<file path="src/rtl/sd_block_read_sequencer.sv">
// sd_block_read_sequencer
// Runs one BLOCK_BYTES-long SD block read on behalf of the bus: waits for the SD
// controller to be ready, issues the read at the latched block address, writes
// each received byte into the sector buffer and reports done / sticky error.
// All outputs come straight from registers. A watchdog aborts the read when
// neither ready nor a byte strobe makes progress for TIMEOUT_CYC cycles.
module sd_block_read_sequencer #(
    parameter int BLOCK_BYTES = 512,
    parameter int ADDR_W      = 32,
    parameter int TIMEOUT_CYC = 2**22
) (
    input  logic                           CLOCK_50,
    input  logic                           KEY0,
    input  logic                           start,
    input  logic [ADDR_W-1:0]              addr,
    output logic                           busy,
    output logic                           done,
    output logic                           error,
    output logic                           sd_rd,
    output logic [ADDR_W-1:0]              sd_addr,
    input  logic                           sd_ready,
    input  logic                           sd_byte_avail,
    input  logic [7:0]                     sd_dout,
    output logic                           buf_we,
    output logic [$clog2(BLOCK_BYTES)-1:0] buf_waddr,
    output logic [7:0]                     buf_wdata
);

    localparam int IDX_W = $clog2(BLOCK_BYTES);
    localparam int TMO_W = $clog2(TIMEOUT_CYC);

    localparam logic [IDX_W-1:0] LAST_IDX  = IDX_W'(BLOCK_BYTES - 1);
    localparam logic [TMO_W-1:0] TMO_LIMIT = TMO_W'(TIMEOUT_CYC - 1);

    typedef enum logic [2:0] {
        ST_IDLE     = 3'd0,
        ST_WAIT_RDY = 3'd1,
        ST_ISSUE    = 3'd2,
        ST_RECV     = 3'd3,
        ST_FINISH   = 3'd4,
        ST_FAIL     = 3'd5
    } state_t;

    // Registered state
    state_t             state_r;
    logic               busy_r;
    logic               done_r;
    logic               error_r;
    logic               sd_rd_r;
    logic [ADDR_W-1:0]  sd_addr_r;
    logic               buf_we_r;
    logic [IDX_W-1:0]   buf_waddr_r;
    logic [7:0]         buf_wdata_r;
    logic [IDX_W-1:0]   count_r;
    logic [TMO_W-1:0]   tmo_r;
    logic               avail_prev_r;

    // Next-state values
    state_t             state_s;
    logic               busy_s;
    logic               done_s;
    logic               error_s;
    logic               sd_rd_s;
    logic [ADDR_W-1:0]  sd_addr_s;
    logic               buf_we_s;
    logic [IDX_W-1:0]   buf_waddr_s;
    logic [7:0]         buf_wdata_s;
    logic [IDX_W-1:0]   count_s;
    logic [TMO_W-1:0]   tmo_s;

    logic               byte_edge_s;
    logic               tmo_hit_s;

    // A byte is taken only on the rising edge of the strobe, so a level held
    // high for many cycles produces a single write.
    assign byte_edge_s = sd_byte_avail & ~avail_prev_r;
    assign tmo_hit_s   = (tmo_r == TMO_LIMIT);

    // Next-state and next-output logic of the read sequencer
    always_comb begin
        state_s     = state_r;
        busy_s      = busy_r;
        done_s      = 1'b0;
        error_s     = error_r;
        sd_rd_s     = sd_rd_r;
        sd_addr_s   = sd_addr_r;
        buf_we_s    = 1'b0;
        buf_waddr_s = buf_waddr_r;
        buf_wdata_s = buf_wdata_r;
        count_s     = count_r;
        tmo_s       = tmo_r;

        case (state_r)
            ST_IDLE: begin
                if (start) begin
                    sd_addr_s = addr;
                    error_s   = 1'b0;
                    count_s   = {IDX_W{1'b0}};
                    tmo_s     = {TMO_W{1'b0}};
                    busy_s    = 1'b1;
                    state_s   = ST_WAIT_RDY;
                end else begin
                    state_s = ST_IDLE;
                end
            end

            ST_WAIT_RDY: begin
                if (sd_ready) begin
                    sd_rd_s = 1'b1;
                    tmo_s   = {TMO_W{1'b0}};
                    state_s = ST_ISSUE;
                end else if (tmo_hit_s) begin
                    tmo_s   = {TMO_W{1'b0}};
                    state_s = ST_FAIL;
                end else begin
                    tmo_s = tmo_r + TMO_W'(1);
                end
            end

            ST_ISSUE: begin
                // The controller drops ready once it has taken the request.
                if (!sd_ready) begin
                    sd_rd_s = 1'b0;
                    tmo_s   = {TMO_W{1'b0}};
                    state_s = ST_RECV;
                end else if (tmo_hit_s) begin
                    sd_rd_s = 1'b0;
                    tmo_s   = {TMO_W{1'b0}};
                    state_s = ST_FAIL;
                end else begin
                    tmo_s = tmo_r + TMO_W'(1);
                end
            end

            ST_RECV: begin
                // A byte edge counts as progress even on the timeout cycle.
                if (byte_edge_s) begin
                    buf_we_s    = 1'b1;
                    buf_waddr_s = count_r;
                    buf_wdata_s = sd_dout;
                    tmo_s       = {TMO_W{1'b0}};
                    if (count_r == LAST_IDX) begin
                        state_s = ST_FINISH;
                    end else begin
                        count_s = count_r + IDX_W'(1);
                    end
                end else if (tmo_hit_s) begin
                    tmo_s   = {TMO_W{1'b0}};
                    state_s = ST_FAIL;
                end else begin
                    tmo_s = tmo_r + TMO_W'(1);
                end
            end

            ST_FINISH: begin
                done_s  = 1'b1;
                busy_s  = 1'b0;
                tmo_s   = {TMO_W{1'b0}};
                state_s = ST_IDLE;
            end

            ST_FAIL: begin
                error_s = 1'b1;
                busy_s  = 1'b0;
                sd_rd_s = 1'b0;
                tmo_s   = {TMO_W{1'b0}};
                state_s = ST_IDLE;
            end

            default: begin
                busy_s  = 1'b0;
                sd_rd_s = 1'b0;
                tmo_s   = {TMO_W{1'b0}};
                state_s = ST_IDLE;
            end
        endcase
    end

    // State and output registers with synchronous active-low reset
    always_ff @(posedge CLOCK_50) begin
        if (!KEY0) begin
            state_r      <= ST_IDLE;
            busy_r       <= 1'b0;
            done_r       <= 1'b0;
            error_r      <= 1'b0;
            sd_rd_r      <= 1'b0;
            sd_addr_r    <= {ADDR_W{1'b0}};
            buf_we_r     <= 1'b0;
            buf_waddr_r  <= {IDX_W{1'b0}};
            buf_wdata_r  <= 8'h00;
            count_r      <= {IDX_W{1'b0}};
            tmo_r        <= {TMO_W{1'b0}};
            avail_prev_r <= 1'b0;
        end else begin
            state_r      <= state_s;
            busy_r       <= busy_s;
            done_r       <= done_s;
            error_r      <= error_s;
            sd_rd_r      <= sd_rd_s;
            sd_addr_r    <= sd_addr_s;
            buf_we_r     <= buf_we_s;
            buf_waddr_r  <= buf_waddr_s;
            buf_wdata_r  <= buf_wdata_s;
            count_r      <= count_s;
            tmo_r        <= tmo_s;
            avail_prev_r <= sd_byte_avail;
        end
    end

    assign busy      = busy_r;
    assign done      = done_r;
    assign error     = error_r;
    assign sd_rd     = sd_rd_r;
    assign sd_addr   = sd_addr_r;
    assign buf_we    = buf_we_r;
    assign buf_waddr = buf_waddr_r;
    assign buf_wdata = buf_wdata_r;

endmodule

</file>
<file path="config.mk">
export PLATFORM = sky130hd
export DESIGN_NAME = sd_block_read_sequencer
export DESIGN_NICKNAME = d
export VERILOG_FILES = /design/src/rtl/sd_block_read_sequencer.sv
export SDC_FILE = /design/constraint.sdc
export NUM_CORES = 1
export LEC_CHECK = 0
export ABC_CLOCK_PERIOD_IN_PS = 2600
export BUFFER_PORTS_ARGS = -buffer_cell sky130_fd_sc_hd__buf_2
export CAP_MARGIN = 20
export CORE_MARGIN = 2
export CORE_UTILIZATION = 52
export DETAILED_ROUTE_END_ITERATION = 7
export MAX_ROUTING_LAYER = met4
export PLACE_DENSITY = 0.77
export SYNTH_ARGS = -nofsm -noshare
export SYNTH_HDL_FRONTEND = slang
export SYNTH_SLANG_ARGS = --single-unit
</file>
<file path="constraint.sdc">
create_clock -name CLOCK_50 -period 2.6 [get_ports CLOCK_50]
set_clock_uncertainty 0.05 [all_clocks]
set_input_delay 0.39 -clock CLOCK_50 [delete_from_list [all_inputs] [get_ports CLOCK_50]]
set_output_delay 0.39 -clock CLOCK_50 [all_outputs]
set_load 0.005 [all_outputs]
</file>
Word level (Yosys, flattened, before mapping). Cells that the tools add are included.

Register bits: 89. Output and inout bits: 54. Input bits: 45. Logic and storage cells: 70.

Bitwise logic cells: 4. Mux-type cells: 27. Equal/unequal tests: 13. Reductions and logical operators: 12. Add/subtract/negate cells: 2.

Operator list (number): 2-to-1 mux 22 bit (5); case mux 22 bit (4 select lines) (1); 2-to-1 mux 9 bit (3); adder 22 x 1 -> 22 bit, second input constant (1); equality test 22 bit, second input constant (1); case mux 9 bit (2 select lines) (1); 2-to-1 mux 3 bit (5); case mux 3 bit (4 select lines) (1); AND reduction 2 bit (5); adder 9 x 1 -> 9 bit, second input constant (1); equality test 9 bit, second input constant (1); 2-to-1 mux 1 bit (8); != test 2 bit, second input constant (4); equality test 3 x 2 -> 1 bit, second input constant (2); equality test 3 bit, second input constant (2); != test 3 bit, second input constant (2); OR reduction 3 bit (2); case mux 1 bit (2 select lines) (2); AND reduction 4 bit (1); nonzero test 2 bit (2); equality test 3 x 1 -> 1 bit, second input constant (1); zero test 3 bit (1); NOT 1 bit (3); case mux 1 bit (3 select lines) (1); other kinds (2) (2).

Longest topological paths before layout.
Depth in word-level cells: 4. Gate-level depth with buffers: 9. Depth with buffers taken out: 9.

Least setup slack after synthesis. No wires, ideal clock.

Path type: register to register. Start: reg tmo_r[0]. End: reg tmo_r[3]. Stages on the path, launching flop included: 8. Period minus slack after synthesis: 2.049 ns. Buffers on the path: 1. Data arrival time: 1.871 ns. Setup time: 0.128 ns. Data required time: 2.422 ns. Setup slack: 0.551 ns. Cell sequence: dfxtp_1 > ha_1 > clkinv_1 > nor4_4 > a41oi_2 > clkbuf_1 > a22oi_1 > nor2_1.

Cells in the longest elaborated chain, start to end: 4. Elaborated cells on any way between the ends: 7. Classes of those cells: 1 x add/sub; 1 x eq/ne; 5 x mux.

RTL lines: start, declared (line 55) `logic [TMO_W-1:0] tmo_r;`; start signal, assigned (line 192) `tmo_r <= {TMO_W{1'b0}};`; start signal, assigned (line 205) `tmo_r <= tmo_s;`; adder 22 x 1 -> 22 bit or equality test 22 bit (tied branches); 2-to-1 mux 22 bit * (line 112, 126, 147); 2-to-1 mux 22 bit (on tied branches) (line 137, 108, 122); case mux 22 bit (4 select lines) * (line 93) `case (state_r)`.

Every way passes the cells marked *; elsewhere a longest branch is shown, timed or not. A chain may end at the register's enable or synchronous reset.

Final worst setup path.
Start: reg count_r[0]. End: reg count_r[4].

Cells in the longest elaborated chain, start to end: 4. Elaborated cells on any way between the ends: 7. Classes of those cells: 1 x add/sub; 2 x eq/ne; 3 x mux; 1 x reduce/logical.

RTL lines: start, declared (line 54) `logic [IDX_W-1:0] count_r;`; start signal, assigned (line 191) `count_r <= {IDX_W{1'b0}};`; start signal, assigned (line 204) `count_r <= count_s;`; adder 9 x 1 -> 9 bit (line 145) `count_s = count_r + IDX_W'(1);`; 2-to-1 mux 9 bit (line 142) `if (count_r == LAST_IDX) begin`; 2-to-1 mux 9 bit (line 137) `if (byte_edge_s) begin`; case mux 9 bit (2 select lines) (line 93).

Several ways; a longest one is shown, not always the timed one. The select of a mux whose other input is x is not followed.

==> summary.txt <==
Critical path
  – Worst Path Required: 2.80 ns
  – Reg2Reg Launch Point: count_r[0]$_SDFFE_PN0P_
  – CP startpoint: count_r[0]$_SDFFE_PN0P_
  – Critical path buffers and inverters: 0
  – Delay-heaviest family, CP: simple AND/OR/NAND/NOR gates
  – R2R cell count: 9
  – Critical path arrival: 2.50 ns
  – Critical Path Fanout Max: 9
  – Crit-path cells: ha_1 -> nand3_1 -> nor2_1 -> ha_1 -> nor3b_1 -> a31oi_1 -> nor4b_1 -> xnor2_1 -> nor2_1
  – Worst stage delay on the critical path: 0.46 ns
  – Worst path depth: 9
  – Kind of critical path: flop to flop
  – Crit start category: flop
  – Crit end category: flop
  – Slowest-stage cell, CP: nor4b_1

Power
  – PnR Total Power: 2810 uW
  – Pwr dens: 611 nW/um2
  – Leakage: 0.00186 uW
  – Maximum vdd drop: 0.000328 V

STA
  – RSZ-0062 raised after global routing: no
  – Final worst setup slack: 0.295 ns
  – Final Max Tran Viols: 0
  – Slew margin rel.: 0.517
  – TNS Setup: 0 ns
  – Tcrit/Tclk final: 0.886
  – Number of hold violations in the final report: 0
  – Max Clk Rate: 0.434 GHz
  – Minimum clock period: 2.30 ns
  – Slew @ Worst Pin: 0.721 ns
  – Setup violators final: 0

CTS
  – CTS Buf Count: 9
  – Worst-case clock buffer depth: 2
  – CTS clock-pin slew for the worst setup and hold paths: 0.11 ns
  – Post-CTS Setup Inserts: 0
  – Clock tree sinks: 89
  – Root Buffer: clkbuf_8
  – CTS resizes: 0
  – Clock latency at the later pin of the worst-skew pair: 0.37 ns
  – # H-tree levels: 3
  – CTS tree: done
  – Cts hold-fix bufs: 0

GRT
  – Initial antenna violation count: 0
  – First-pass GRT wire length: 14900 um
  – Overall overflow remaining after global route: 0
  – GRT Total Usage: 0.245
  – Largest net degree at the start of global routing: 41
  – Vias in the first global route: 3315

Die
  – Row count: 30
  – Core Footprint: 6910 um2
  – Initial Util: 0.544
  – Die width: 89.0 um
  – Die area: 7920 um2
  – Die height: 89.0 um
  – Ports: 99

Drt
  – DRT Pass-1 Iters: 5
  – WL final: 9300 um
  – Vias: 3623
  – DRC: 0
  – Post-route ant nets: 0
  – Avg Vias per Cell: 5.38
  – Drt wl/cell: 13.8 um
  – DR iter-0 viols: 279

Cells and area
  – Share of layout cells above drive strength 1: 0.237
  – Antenna cells: 0
  – Nets: 620
  – Area grow syn2layout: 22.5%

Worst hold path
  – Hold path startpoint: addr[10]
  – Hold Crit Class: primary input to flop
  – Hold Path Depth: 3

Synth
  – Post-Syn Area: 3760 um2
  – Mean Syn Cell Area: 7.91 um2
  – Async S/R FF share, synth: 0
  – Syn Inst Count: 475
  – Ys flop type: dfxtp_1
  – FF+latch count, synth: 89
  – Post-synth top area share: 0.474
  – Count of different cell masters after synthesis: 49
  – Syn Nets: 523
  – Syn. warnings: 0
  – Synth area leader: dfxtp_1
  – Post-synth EDFFs: 0
  – Largest cells by area after synthesis: dfxtp_1, nand2_1, a21oi_1, nor2_1, xnor2_1
  – Seq/Total Area, Yosys: 0.474

Placement
  – Pre-CTS setup slack: 0.397 ns
  – I/O Buffers: 98
  – Post-DP HPWL: 6530 um
  – Routability congestion estimate: 0.943

Outcome
  – Outcome: complete, no violations

Job
  – Max Cap Viol: 0
## area by class of cell
cell class / instances / area [um2]
Fill cell: 609 / 2300
Multi-Input combinational cell: 352 / 1860
Sequential cell: 89 / 1780
Timing Repair Buffer: 111 / 588
Clock buffer: 9 / 124
Tap cell: 96 / 120
Clock inverter: 7 / 95.1
Inverter: 9 / 33.8
## cell usage after synthesis, types with 7 or more instances
library cell,n
nor3_1,9
a21oi_1,66
clkbuf_1,23
a31oi_1,7
nand2_1,126
dfxtp_1,89
inv_1,7
nand3_1,20
xnor2_1,12
o21ai_1,7
nor2_1,32
nand4_1,7
## where the power goes
group | leakage [uW] | internal [uW] | total [uW] | switching, uW
registers | 0.000723 | 1410 | 1440 | 30.9
clock network | 0.000111 | 472 | 1030 | 553
logic | 0.00103 | 134 | 340 | 206
total | 0.00186 | 2020 | 2810 | 790
## sequential cells by signal, summed over array words and instances, names as in the netlist
name          count
sd_addr          32
error             1
avail_prev_r      1
buf_wdata         8
sd_rd             1
buf_we            1
tmo_r            22
state_r           3
done              1
count_r           9
busy              1
buf_waddr         9
## per-layer routing
metal / track usage / routed length, um / share of wire / vias up
li1: - / - / - / 1827
met1: 0.302 / 4050 / 0.44 / 1670
met2: 0.400 / 4570 / 0.49 / 107
met3: 0.0416 / 481 / 0.052 / 19
met5: - / 0 / 0 / -
met4: 0.103 / 198 / 0.021 / 0
## kinds of logic (layout without fill, tap and decap cells)
group | Yosys count | count (layout) | synth area share
xor+xnor | 13 | 13 | 0.0303
buf+inv | 34 | 136 | 0.0343
fa+ha+maj | 3 | 3 | 0.00999
mux | 4 | 4 | 0.0110
simple gates | 235 | 235 | 0.298
compound gates | 97 | 97 | 0.143
flops | 89 | 89 | 0.474
## path summary, 6_finish.rpt
check                                  end  slack [ns]
hold reg to reg    sd_addr[3]$_SDFFE_PN0P_        0.41
setup / recovery   count_r[4]$_SDFFE_PN0P_        0.30
setup reg to reg   count_r[4]$_SDFFE_PN0P_        0.30
hold / removal    sd_addr[10]$_SDFFE_PN0P_        0.19
## worst min-delay path, stage by stage
cell and delay [ns]:
buf_2 0.09, nand2_1 0.04, a21oi_1 0.05
## stage by stage
stage | hold slack [ns] | cell area (um2) | utilization | instances
floorplan | 0.396 | 3760 | - | 475
global placement | 0.388 | 4380 | 0.635 | 657
detailed placement | 0.393 | 4380 | 0.635 | 657
CTS | 0.190 | 4600 | 0.666 | 673
global route | 0.196 | 4600 | 0.666 | 673
finish | 0.191 | 4600 | 0.666 | 673
## cell usage in the layout, fill, tap and decap left out, types with 4 or more instances in the layout
cell type / n
a21oi_1: 66
nor3b_1: 4
inv_1: 7
dfxtp_1: 89
clkbuf_8: 9
nor2_1: 32
xnor2_1: 12
o21ai_0: 6
nand2_1: 126
nor4_1: 4
a31oi_1: 7
nor3_1: 9
nand4_1: 7
o21ai_1: 7
buf_4: 13
buf_2: 98
a22oi_1: 4
nand3_1: 20
No activity file was read; power rests on OpenSTA's default activity.
